===== src/rtl/muldiv_pkg.sv =====
// Shared op codes, FSM encoding and widths for the iterative RV32M multiply/divide unit.
package muldiv_pkg;
  localparam int XLEN  = 32;
  localparam int CNT_W = 6;

  localparam logic [2:0] MD_MUL    = 3'b000;
  localparam logic [2:0] MD_MULH   = 3'b001;
  localparam logic [2:0] MD_MULHSU = 3'b010;
  localparam logic [2:0] MD_MULHU  = 3'b011;
  localparam logic [2:0] MD_DIV    = 3'b100;
  localparam logic [2:0] MD_DIVU   = 3'b101;
  localparam logic [2:0] MD_REM    = 3'b110;
  localparam logic [2:0] MD_REMU   = 3'b111;

  typedef enum logic [1:0] {
    ST_IDLE  = 2'd0,
    ST_CALC  = 2'd1,
    ST_FIXUP = 2'd2,
    ST_DONE  = 2'd3
  } md_state_e;
endpackage


===== src/rtl/muldiv_iter.sv =====
// One combinational shift/add (multiply) or restoring shift/subtract (divide) step on the 64-bit accumulator.
// Multiply: {hi,lo} holds {partial product, remaining multiplier}; divide: {remainder, dividend/quotient}.
module muldiv_iter
  import muldiv_pkg::*;
(
  input  logic [2*XLEN-1:0] acc_i,
  input  logic [XLEN-1:0]   opnd_i,
  input  logic              is_div_i,
  output logic [2*XLEN-1:0] acc_o
);

  logic [XLEN:0]   mul_sum;
  logic [XLEN:0]   rem_sh;
  logic [XLEN-1:0] rem_diff;
  logic            rem_ge;

  always_comb begin
    mul_sum  = {1'b0, acc_i[2*XLEN-1:XLEN]} + (acc_i[0] ? {1'b0, opnd_i} : '0);
    // Shifted remainder can reach 33 bits; the difference always fits in 32 when taken.
    rem_sh   = acc_i[2*XLEN-1:XLEN-1];
    rem_ge   = (rem_sh >= {1'b0, opnd_i});
    rem_diff = rem_sh[XLEN-1:0] - opnd_i;
    if (is_div_i) begin
      if (rem_ge) acc_o = {rem_diff, acc_i[XLEN-2:0], 1'b1};
      else        acc_o = {rem_sh[XLEN-1:0], acc_i[XLEN-2:0], 1'b0};
    end else begin
      acc_o = {mul_sum, acc_i[XLEN-1:1]};
    end
  end

endmodule


===== src/rtl/muldiv_seq.sv =====
// Iterative RV32M multiply/divide: 34-cycle latency (2 for divide specials), result held in DONE
// until resp_ready; req_ready only in IDLE; kill aborts from any state.
module muldiv_seq
  import muldiv_pkg::*;
(
  input  logic            clk,
  input  logic            reset_n,
  input  logic            req_valid,
  output logic            req_ready,
  input  logic [2:0]      op,
  input  logic [XLEN-1:0] rs1,
  input  logic [XLEN-1:0] rs2,
  input  logic            kill,
  output logic            resp_valid,
  input  logic            resp_ready,
  output logic [XLEN-1:0] resp_data,
  output logic            busy
);

  md_state_e         state_q;
  logic [CNT_W-1:0]  cnt_q;
  logic [2:0]        op_q;
  logic [XLEN-1:0]   opnd_q;
  logic [2*XLEN-1:0] acc_q;
  logic              neg_q;
  logic [XLEN-1:0]   resp_data_q;
  logic              req_ready_q;
  logic              resp_valid_q;
  logic              busy_q;

  logic              is_div, sgn1, sgn2, a_neg, b_neg, div0, ovf;
  logic [XLEN-1:0]   mag1, mag2;
  logic              special_d;
  logic [2*XLEN-1:0] acc_init_d;
  logic [XLEN-1:0]   opnd_init_d;
  logic              neg_init_d;
  logic [2*XLEN-1:0] acc_step_d;
  logic [2*XLEN-1:0] prod;
  logic [XLEN-1:0]   word;
  logic [XLEN-1:0]   result_d;

  muldiv_iter u_iter (
    .acc_i    (acc_q),
    .opnd_i   (opnd_q),
    .is_div_i (op_q[2]),
    .acc_o    (acc_step_d)
  );

  // Accept-side decode: magnitudes, result sign and the divide special cases.
  always_comb begin
    is_div = op[2];
    sgn1   = is_div ? ~op[0] : (op != MD_MULHU);
    sgn2   = is_div ? ~op[0] : ((op == MD_MUL) || (op == MD_MULH));
    a_neg  = sgn1 & rs1[XLEN-1];
    b_neg  = sgn2 & rs2[XLEN-1];
    mag1   = a_neg ? -rs1 : rs1;
    mag2   = b_neg ? -rs2 : rs2;
    div0   = is_div && (rs2 == '0);
    ovf    = is_div && !op[0] && (rs1 == {1'b1, {(XLEN-1){1'b0}}}) && (rs2 == {XLEN{1'b1}});
    special_d   = div0 || ovf;
    acc_init_d  = '0;
    opnd_init_d = '0;
    neg_init_d  = 1'b0;
    // Specials preload {remainder, quotient} so FIXUP just selects the word.
    if (div0) begin
      acc_init_d = {rs1, {XLEN{1'b1}}};
    end else if (ovf) begin
      acc_init_d = {{XLEN{1'b0}}, 1'b1, {(XLEN-1){1'b0}}};
    end else if (is_div) begin
      acc_init_d  = {{XLEN{1'b0}}, mag1};
      opnd_init_d = mag2;
      neg_init_d  = op[1] ? a_neg : (a_neg ^ b_neg);
    end else begin
      acc_init_d  = {{XLEN{1'b0}}, mag2};
      opnd_init_d = mag1;
      neg_init_d  = a_neg ^ b_neg;
    end
  end

  always_comb begin
    prod = neg_q ? -acc_q : acc_q;
    word = op_q[1] ? acc_q[2*XLEN-1:XLEN] : acc_q[XLEN-1:0];
    if (!op_q[2]) result_d = (op_q == MD_MUL) ? prod[XLEN-1:0] : prod[2*XLEN-1:XLEN];
    else          result_d = neg_q ? -word : word;
  end

  always_ff @(posedge clk or negedge reset_n) begin
    if (!reset_n) begin
      state_q      <= ST_IDLE;
      cnt_q        <= '0;
      op_q         <= '0;
      opnd_q       <= '0;
      acc_q        <= '0;
      neg_q        <= 1'b0;
      resp_data_q  <= '0;
      req_ready_q  <= 1'b1;
      resp_valid_q <= 1'b0;
      busy_q       <= 1'b0;
    end else if (kill) begin
      state_q      <= ST_IDLE;
      req_ready_q  <= 1'b1;
      resp_valid_q <= 1'b0;
      busy_q       <= 1'b0;
    end else begin
      case (state_q)
        ST_IDLE: begin
          if (req_valid && req_ready_q) begin
            op_q        <= op;
            acc_q       <= acc_init_d;
            opnd_q      <= opnd_init_d;
            neg_q       <= neg_init_d;
            cnt_q       <= '0;
            state_q     <= special_d ? ST_FIXUP : ST_CALC;
            req_ready_q <= 1'b0;
            busy_q      <= 1'b1;
          end
        end
        ST_CALC: begin
          acc_q <= acc_step_d;
          cnt_q <= cnt_q + CNT_W'(1);
          if (cnt_q == CNT_W'(XLEN-1)) state_q <= ST_FIXUP;
        end
        ST_FIXUP: begin
          resp_data_q  <= result_d;
          resp_valid_q <= 1'b1;
          state_q      <= ST_DONE;
        end
        ST_DONE: begin
          if (resp_ready) begin
            state_q      <= ST_IDLE;
            resp_valid_q <= 1'b0;
            req_ready_q  <= 1'b1;
            busy_q       <= 1'b0;
          end
        end
        default: state_q <= ST_IDLE;
      endcase
    end
  end

  assign req_ready  = req_ready_q;
  assign resp_valid = resp_valid_q;
  assign resp_data  = resp_data_q;
  assign busy       = busy_q;

endmodule


===== config.mk =====
export PLATFORM = sky130hd
export DESIGN_NAME = muldiv_seq
export DESIGN_NICKNAME = d
export VERILOG_FILES = /design/src/rtl/muldiv_pkg.sv /design/src/rtl/muldiv_iter.sv /design/src/rtl/muldiv_seq.sv
export SDC_FILE = /design/constraint.sdc
export NUM_CORES = 1
export LEC_CHECK = 0
export ABC_AREA = 1
export BUFFER_PORTS_ARGS = -buffer_cell sky130_fd_sc_hd__buf_2
export CAP_MARGIN = 20
export CORE_MARGIN = 4
export CORE_UTILIZATION = 25
export CTS_CLUSTER_SIZE = 10
export DETAILED_ROUTE_END_ITERATION = 10
export SLEW_MARGIN = 30
export SYNTH_ARGS = -nofsm -noshare
export SYNTH_HDL_FRONTEND = slang
export SYNTH_SLANG_ARGS = --single-unit

===== constraint.sdc =====
create_clock -name clk -period 3.6 [get_ports clk]
set_input_delay 0.72 -clock clk [delete_from_list [all_inputs] [get_ports clk]]
set_output_delay 0.72 -clock clk [all_outputs]
set_load 0.02 [all_outputs]

==> impl_results.md <==
- Run status: finished, final reports clean
- Critical path launch point: acc_q[38]$_DFFE_PN0P_
- TritonCTS Buffers: 17
- Startpoint-to-endpoint class of the critical path: register to register
- Growth of design area from synthesis to finish: 13.02%
- Post-synthesis sequential element count: 143
- Total global-route track usage: 23.22%
- Crit end category: register
- Final worst path period share: 89.00%
- Setup TNS: 0 ns
- Floorplan Core Area: 75070 sq um
- Number of global-route vias before repair: 22070
- First-pass GRT wire length: 143.1 mm
- Syn Inst Count: 3421
- Number of post-CTS setup repair buffers: 0
- Area of the mapped netlist: 19060 sq um
- Count of buffers inserted at the top-level ports: 106
- Clk sinks: 143
- Total routed wire length on the met1 layer: 40.94 mm
- Metal3 WL: 8.275 mm
- Maximum number of pins on one net before global-route repair: 78
- Worst setup slack for register-to-register paths: 0.40 ns
- Clock insertion delay at the later pin of the skew report: 0.51 ns
- Post-synthesis sequential area ratio: 18.78%
- Worst Max-Slew Pin Slew: 0.8626 ns
- Count of unique library cells instantiated by Yosys: 57
- Required time worst endpoint: 3.96 ns
- Top routing layer used: met4
- Buffers from clock root to sink, at most: 2
- Sum of internal, switching and leakage power: 22.09 mW
- Flip-flop cell with the highest count after synthesis: sky130_fd_sc_hd__dfrtp_1
- Pleak: 10.61 nW
- Cell types occupying the most area after synthesis: sky130_fd_sc_hd__nand2_1 (19%), sky130_fd_sc_hd__dfrtp_1 (19%), sky130_fd_sc_hd__nand3_1 (9.0%), sky130_fd_sc_hd__nor2_1 (8.3%), sky130_fd_sc_hd__inv_1 (8.3%)
- Yosys warnings: 0
- Fin. Hold Viols: 0
- Share of post-route cells with drive strength above 1: 8.934%
- Final wirelength: 96.26 mm
- Path category of the worst min-delay check: input pin to asynchronous set/reset pin
- Max-cap violations: 0
- Worst reg2reg path endpoint: acc_q[36]$_DFFE_PN0P_
- Hold-fix buffers, CTS: 0
- Floorplan row count: 100
- Antenna cells: 0
- Antenna violations before repair: 2
- Ratio of routed vias to standard cells: 5.270
- Core utilization of the finished layout: 28.70%
- Arrival time reported for the critical path endpoint: 3.56 ns
- Remaining global-route overflow: 0
- Cell taking the most area after synthesis: sky130_fd_sc_hd__nand2_1
- Share of synthesized flip-flops with an asynchronous set or reset: 100.0%
- Number of placed I/O pins: 107
- Maximum vdd drop: 0.0005494 V
- Number of vias in the routed layout: 23690
- Overall die height: 284.1 um
- Path depth of the worst reg2reg path: 11
- CTS clk-pin slew, worst paths: 0.09 ns
- Worst reg2reg startpoint: acc_q[38]$_DFFE_PN0P_
- Endpoints failing setup: 0
- Max-slew headroom: 42.49%
- Clock tree from TritonCTS: done
- Final weighted congestion of routability-driven global placement: 1.025
- Post-CTS sizing: 0
- Non-filler instance count after layout: 4495
- Drt initial violations: 2996
- Mean post-synth cell area: 5.572 sq um
- Routed length on met2: 41.81 mm
- Post-detailed-placement cell area: 20950 sq um
- Die W: 284.1 um
- Total number of H-tree levels: 4
- Detailed-routing iteration count for the pre-antenna-repair pass: 6
- Initial standard-cell utilization of the core: 25.39%
- Count of nets left with antenna violations after detail routing: 0
- Die area: 80740 sq um
- Power density relative to cell area: 1025 nW/um^2
- Upper clock frequency limit: 312.1 MHz
- Worst clock skew on the final layout: 0.03288 ns
- Final design area excluding fillers: 21540 sq um
- Final critical delay including setup and external delays: 3.204 ns
- RSZ-0062 raised after global routing: no
- Number of DRC violations after detailed routing: 0
- Area share of the largest cell type after synthesis: 19.38%
- Element type at the critical path start: register
- Final nets: 3661
- Post-synth net total: 3569
- CTS root buffer: sky130_fd_sc_hd__clkbuf_16
- Worst-path maximum fanout: 24
- Cell count after placement: 4463
- DR WL/cell: 21.42 um
- DP HPWL: 78.68 mm
- Max-slew violation total from the final report: 0
- Number of flops mapped to enable cells by yosys: 0
==> synth_stat cells (13+ instances only) <==
| library cell | count |
|---|---|
| sky130_fd_sc_hd__clkbuf_1 | 63 |
| sky130_fd_sc_hd__inv_2 | 18 |
| sky130_fd_sc_hd__nor3_1 | 54 |
| sky130_fd_sc_hd__dfrtp_1 | 142 |
| sky130_fd_sc_hd__nor2_1 | 424 |
| sky130_fd_sc_hd__inv_1 | 422 |
| sky130_fd_sc_hd__buf_2 | 17 |
| sky130_fd_sc_hd__o21ai_1 | 31 |
| sky130_fd_sc_hd__o211ai_1 | 14 |
| sky130_fd_sc_hd__o21bai_1 | 13 |
| sky130_fd_sc_hd__o21ai_0 | 254 |
| sky130_fd_sc_hd__ha_1 | 74 |
| sky130_fd_sc_hd__nand2_1 | 984 |
| sky130_fd_sc_hd__a21oi_1 | 219 |
| sky130_fd_sc_hd__nor2_2 | 22 |
| sky130_fd_sc_hd__nand3_1 | 343 |
| sky130_fd_sc_hd__buf_1 | 17 |
| sky130_fd_sc_hd__nand3b_1 | 15 |
| sky130_fd_sc_hd__xor2_1 | 60 |
| sky130_fd_sc_hd__a31oi_1 | 14 |
| sky130_fd_sc_hd__nand4_1 | 70 |
==> how the worst max path moves through the flow <==
| stage | to | slack [ns] |
|---|---|---|
| 2_1_floorplan | acc_q[59]$_DFFE_PN0P_ | 1.04 |
| 3_3_place_gp | acc_q[21]$_DFFE_PN0P_ | 0.26 |
| 3_5_place_dp | acc_q[21]$_DFFE_PN0P_ | 0.24 |
| 4_1_cts | acc_q[36]$_DFFE_PN0P_ | 0.49 |
| 5_1_grt | acc_q[36]$_DFFE_PN0P_ | 0.27 |
| 6_report | acc_q[36]$_DFFE_PN0P_ | 0.40 |
==> area by class of cell <==
type                            instances  area [sq um]
Fill cell                            8660         53530
Multi-Input combinational cell       2722         13300
Sequential cell                       143          3583
Inverter                              444          1667
Tap cell                              969          1212
Timing Repair Buffer                  185          1180
Clock buffer                           18         429.2
Clock inverter                         14         170.2
==> through the flow <==
stage | worst slack, ns | hold slack (ns)
6_report | 0.3958 | 0.1711
5_1_grt | 0.2722 | 0.2241
4_1_cts | 0.4903 | 0.1730
3_5_place_dp | 0.2425 | 0.4607
3_3_place_gp | 0.2600 | 0.4605
2_1_floorplan | 1.037 | 0.4244
==> layout by cell type (no fill, tap or decap), types with 31 or more instances in the layout <==
master / synthesis / routed
sky130_fd_sc_hd__a21oi_1: 219 / 219
sky130_fd_sc_hd__buf_2: 17 / 105
sky130_fd_sc_hd__buf_4: 7 / 75
sky130_fd_sc_hd__dfrtp_1: 142 / 139
sky130_fd_sc_hd__ha_1: 74 / 73
sky130_fd_sc_hd__inv_1: 422 / 420
sky130_fd_sc_hd__nand2_1: 984 / 984
sky130_fd_sc_hd__nand3_1: 343 / 343
sky130_fd_sc_hd__nand4_1: 70 / 70
sky130_fd_sc_hd__nor2_1: 424 / 423
sky130_fd_sc_hd__nor3_1: 54 / 54
sky130_fd_sc_hd__o21ai_0: 254 / 254
sky130_fd_sc_hd__o21ai_1: 31 / 31
sky130_fd_sc_hd__xor2_1: 60 / 60
==> worst max-delay path, cell delays in order (launching register included) <==
cell	delay [ns]
sky130_fd_sc_hd__dfrtp_1	0.53
sky130_fd_sc_hd__ha_1	0.45
sky130_fd_sc_hd__nand2_1	0.18
sky130_fd_sc_hd__nor3_1	0.50
sky130_fd_sc_hd__nand3_1	0.20
sky130_fd_sc_hd__nor2_2	0.19
sky130_fd_sc_hd__nor2_4	0.08
sky130_fd_sc_hd__nand2_4	0.21
sky130_fd_sc_hd__buf_12	0.20
sky130_fd_sc_hd__o21ai_1	0.07
sky130_fd_sc_hd__o21bai_1	0.35
sky130_fd_sc_hd__a21oi_1	0.12
==> kinds of logic after synthesis <==
group | count (synthesis) | share of synthesized area, %
simple gates | 1973 | 44.30
mux | 1 | 0.05251
buf+inv | 556 | 11.50
xor+xnor | 72 | 3.308
flops | 143 | 18.78
compound gates | 600 | 16.99
fa+ha+maj | 76 | 5.067
==> routing by layer <==
layer  vias up  global-route usage, %
li1      11370                      -
met1     10960                  31.47
met2      1182                  35.68
met3       181                  3.838
met4         0                  11.55
met5         -                      0
==> report_power, final <==
group,switching [mW],internal [mW]
clock,0.889,1.05
sequential,1.02,2.38
combinational,11.8,4.92
==> flip-flops by register name, indices dropped and copies added, names as in the netlist <==
register    cells
op_q            3
busy            1
acc_q          64
state_q         2
resp_valid      1
resp_data      32
opnd_q         32
req_ready       1
neg_q           1
cnt_q           6
Note: power is estimated with default switching activity, not from simulation.
